**config.mk**
```make
export PLATFORM = sky130hd
export DESIGN_NAME = sensor_request_unit
export DESIGN_NICKNAME = d
export VERILOG_FILES = /design/src/rtl/sensor_request_unit.sv
export SDC_FILE = /design/constraint.sdc
export NUM_CORES = 1
export LEC_CHECK = 0
export CORE_UTILIZATION = 45
export DETAILED_ROUTE_END_ITERATION = 10
export HOLD_SLACK_MARGIN = 0.08
export PLACE_DENSITY = 0.7
export RECOVER_POWER = 50
export SYNTH_ARGS = -nofsm -noshare
export SYNTH_HDL_FRONTEND = slang
export SYNTH_SLANG_ARGS = --single-unit
```
**constraint.sdc**
```tcl
create_clock -name clk -period 2.48 [get_ports clk]
set_clock_uncertainty 0.15 [all_clocks]
set_input_delay 0.496 -clock clk [delete_from_list [all_inputs] [get_ports clk]]
set_output_delay 0.496 -clock clk [all_outputs]
set_load 0.01 [all_outputs]
```
**src/rtl/sensor_request_unit.sv**
```systemverilog
// sensor_request_unit: debounces a loop detector and raises a latched service request with a saturating arrival count.
module sensor_request_unit #(
    parameter logic [7:0] DEBOUNCE = 8'd16
) (
    input  logic       clk,
    input  logic       reset,
    input  logic       sensor_raw,
    input  logic       req_ack,
    input  logic       count_clear,
    output logic       veh_present,
    output logic       veh_req,
    output logic [7:0] veh_count,
    output logic [1:0] veh_state
);
    typedef enum logic [1:0] {IDLE = 2'd0, QUALIFY = 2'd1, PRESENT = 2'd2, RELEASE = 2'd3} state_t;
    localparam logic [7:0] LAST = DEBOUNCE - 8'd1;
    state_t     state_q, state_d;
    logic [7:0] deb_q, deb_d, count_q, count_d;
    logic       sync_q, sensor_s, present_q, present_d, req_q, req_d, arrive;
    always_comb begin
        state_d = state_q;
        deb_d   = 8'd0;
        case (state_q)
            IDLE:    if (sensor_s) begin
                         state_d = QUALIFY;
                         deb_d   = 8'd1;
                     end
            QUALIFY: if (!sensor_s) state_d = IDLE;
                     else if (deb_q == LAST) state_d = PRESENT;
                     else deb_d = deb_q + 8'd1;
            PRESENT: if (!sensor_s) begin
                         state_d = RELEASE;
                         deb_d   = 8'd1;
                     end
            default: if (sensor_s) state_d = PRESENT;
                     else if (deb_q == LAST) state_d = IDLE;
                     else deb_d = deb_q + 8'd1;
        endcase
    end
    // outputs follow the next state so they change on the same edge as veh_state
    assign arrive    = (state_q == QUALIFY) && (state_d == PRESENT);
    assign present_d = (state_d == PRESENT) || (state_d == RELEASE);
    assign req_d     = arrive || (req_q && !req_ack);
    assign count_d   = count_clear ? {7'd0, arrive} :
                       (arrive && count_q != 8'hFF) ? count_q + 8'd1 : count_q;
    always_ff @(posedge clk or negedge reset) begin
        if (!reset) begin
            sync_q    <= 1'b0;
            sensor_s  <= 1'b0;
            state_q   <= IDLE;
            deb_q     <= 8'd0;
            present_q <= 1'b0;
            req_q     <= 1'b0;
            count_q   <= 8'd0;
        end else begin
            sync_q    <= sensor_raw;
            sensor_s  <= sync_q;
            state_q   <= state_d;
            deb_q     <= deb_d;
            present_q <= present_d;
            req_q     <= req_d;
            count_q   <= count_d;
        end
    end
    assign veh_present = present_q;
    assign veh_req     = req_q;
    assign veh_count   = count_q;
    assign veh_state   = state_q;
endmodule

```
==> flow_summary.yaml, run 1 <==
outcome:
  status: "complete, no violations"
global_routing:
  grt_pass1_vias: 738
  grt_util_all_layers_pct: 18.00
  overflow: 0
  antenna_found_initial: 0
  grt_pass1_wl_um: 3305
  grt_max_degree: 22
clock_network:
  cts_tree: "yes"
  cts_num_sinks: 21
  clk_latency_ns: 0.29
  cts_max_path_buffers: 2
  post_cts_buffers: 0
  cts_resized: 0
  hold_buffers: 0
  cts-buffers-inserted: 3
  cts.root.buffer_cell: "clkbuf_4"
  cts_max_level: 1
  clkTransAtPathRegs_ns: 0.11
cells_and_area:
  drive_above_1_share_pct: 9.483
  area_delta_synth_final_pct: 18.70
  antenna_cells_inserted: 0
  fin_nets: 124
routing:
  vias_per_cell: 5.396
  dr.pass1.iters: 4
  wl_per_cell_um: 12.87
  drt-initial-drc-count: 15
  final_antenna_net_count: 0
  drc: 0
  drt_wl_total_um: 1853
  vias: 777
floorplan:
  die_w_um: 50.01
  io_pins: 17
  coreArea_sq_um: 2191
  num_rows: 17
  die-area_sq_um: 2501
  die_y_um: 50.01
  start_util_pct: 47.34
timing:
  slew_viol_final: 0
  fmax_mhz: 424.5
  rsz0062_at_grt: "false"
  fin_setup_tns_ns: 0
  relSlewSlack_pct: 25.41
  period_share_pct: 94.99
  worst_pin_slew_ns: 1.119
  fin_crit_ns: 2.356
  setup_viol: 0
  final-hold-violation-count: 0
synthesis:
  syn_nets: 106
  ys_ff_latch: 21
  yosysSeqAreaShare_pct: 50.66
  syn-cell-area_sq_um: 1037
  synth_edf_count: 0
  syn_avg_cell_area_sq_um: 10.48
  ys_warn_count: 0
  synth_cell_types: 33
  ys_async_sr_fraction_pct: 100.0
  ys.flop_type: "dfrtp_1"
  syn-instance-count: 99
min_path:
  hold_class: "reg -> reg"
  hp-start: "sync_q"
setup_path:
  critical_path.startpoint_type: "flop"
  crit_arrival_ns: 2.43
  critPathLaunch: "deb_q[4]"
  crit_required_ns: 2.55
  r2r-start: "deb_q[4]"
  worstSetupPathType: "reg -> reg"
  endpoint_kind: "flop"
  path_max_fanout: 14
pwr:
  total_power_uw: 531.0
  leakagePower_nw: 0.4900
  power_density_nw_per_um2: 431.3
  irDropWorstVdd_mv: 0.2885
placed_design:
  detailed_place_hpwl_um: 1298
  globalplace.congestion: 0.7808
  port_buffers: 16
flow_run:
  maxCapViolations: 0
## per-layer routing
metal / part of all wire (%) / global-route usage, % / wire, um / vias up
li1: - / - / - / 396
met1: 53 / 26.43 / 987 / 367
met2: 42 / 24.89 / 785 / 12
met3: 3.5 / 6.481 / 64 / 2
met4: 0.76 / 4.286 / 14 / 0
met5: 0 / 0 / 0 / -
## report_power, final
| group | switching [mW] | internal (mW) | leakage, nW | total, mW |
|---|---|---|---|---|
| Clock | 0.0947 | 0.0601 | 0.0177 | 0.155 |
| Sequential | 0.00395 | 0.347 | 0.284 | 0.351 |
| Combinational | 0.0143 | 0.0112 | 0.188 | 0.0255 |
## stage by stage
step	cells	hold WS [ns]	cell area, sq um	util [%]	worst slack, ns
4_1_cts	144	0.2337	1235	56.37	0.1112
5_1_grt	144	0.2459	1231	56.20	0.01827
6_report	144	0.2245	1231	56.20	0.1243
3_5_place_dp	140	0.2016	1207	55.11	0.1212
3_3_place_gp	140	0.1907	1207	55.11	0.1529
2_1_floorplan	99	0.05041	1037	-	0.1616
## synth_stat cells, types with 2 or more instances
library cell / count / area (sq um)
a21oi_1: 7 / 35.03
nor2b_1: 2 / 12.51
o21ai_0: 3 / 15.01
nand3_1: 6 / 30.03
nor2_1: 8 / 30.03
nand2_1: 5 / 18.77
xnor2_1: 3 / 26.28
or4_1: 4 / 30.03
xor2_1: 4 / 35.03
dfrtp_1: 21 / 525.5
o31ai_1: 4 / 30.03
ha_1: 2 / 25.02
nand4_1: 4 / 25.02
or2_2: 2 / 12.51
and4_1: 2 / 17.52
and2_1: 3 / 18.77
inv_1: 3 / 11.26
## path summary, 6_finish.rpt
kind / end / slack (ns) / cells after the start
worst max-delay path: veh_count[7] / 0.12 / 4
worst min-delay path: sensor_s / 0.22 / 0
worst max register to register: veh_count[7] / 0.12 / 4
worst min register to register: sensor_s / 0.22 / 0
max in group asynchronous: deb_q[7] / 0.75 / 2
min in group asynchronous: veh_count[2] / 0.77 / 2
## cell families (layout without fill, tap and decap cells)
| logic type | count (synthesis) | after routing | share of synthesized area (%) |
|---|---|---|---|
| buffers and inverters | 7 | 24 | 4.222 |
| AO/OA/AOI/OAI | 18 | 18 | 11.46 |
| XOR/XNOR | 7 | 7 | 5.911 |
| flip-flops | 21 | 21 | 50.66 |
| adder cells (fa/ha/maj) | 2 | 2 | 2.412 |
| multiplexers | 1 | 1 | 1.086 |
| AND/OR/NAND/NOR | 43 | 43 | 24.25 |
## flip-flops by register name, summed over array words and instances (netlist names)
register,cells
veh_count,8
deb_q,8
veh_req,1
veh_state,1
sensor_s,1
veh_present,1
sync_q,1
## layout make-up
type / instances / area [sq um]
Multi-Input combinational cell: 71 / 467.9
Clock inverter: 1 / 5.005
Tap cell: 28 / 35.03
Fill cell: 202 / 959.7
Timing Repair Buffer: 17 / 163.9
Inverter: 3 / 11.26
Sequential cell: 21 / 525.5
Clock buffer: 3 / 22.52
## cell usage in the layout (no fill, tap or decap), types with 3 or more instances in the layout
| master | Yosys | routed |
|---|---|---|
| dfrtp_1 | 21 | 21 |
| clkdlybuf4s50_1 | 0 | 14 |
| nor2_1 | 8 | 8 |
| a21oi_1 | 7 | 7 |
| nand3_1 | 6 | 6 |
| nand2_1 | 5 | 5 |
| xor2_1 | 4 | 4 |
| nand4_1 | 4 | 4 |
| o31ai_1 | 4 | 4 |
| or4_1 | 4 | 4 |
| and2_1 | 3 | 3 |
| xnor2_1 | 3 | 3 |
| o21ai_0 | 3 | 3 |
| inv_1 | 3 | 3 |
| clkbuf_4 | 0 | 3 |
## worst max-delay path, cell delays in order (launching register included)
cell	delay, ns
dfrtp_1	0.43
or4_4	0.57
or3_4	0.46
or4_1	0.52
a21oi_1	0.15
No activity file was read; power rests on OpenSTA's default activity.
==> run 2, diff against run 1 <==
Settings changed: SLEW_MARGIN from default to 5.
==> results of run 2 <==
No change in the layout: final DEF, timing and power equal those of run 1.
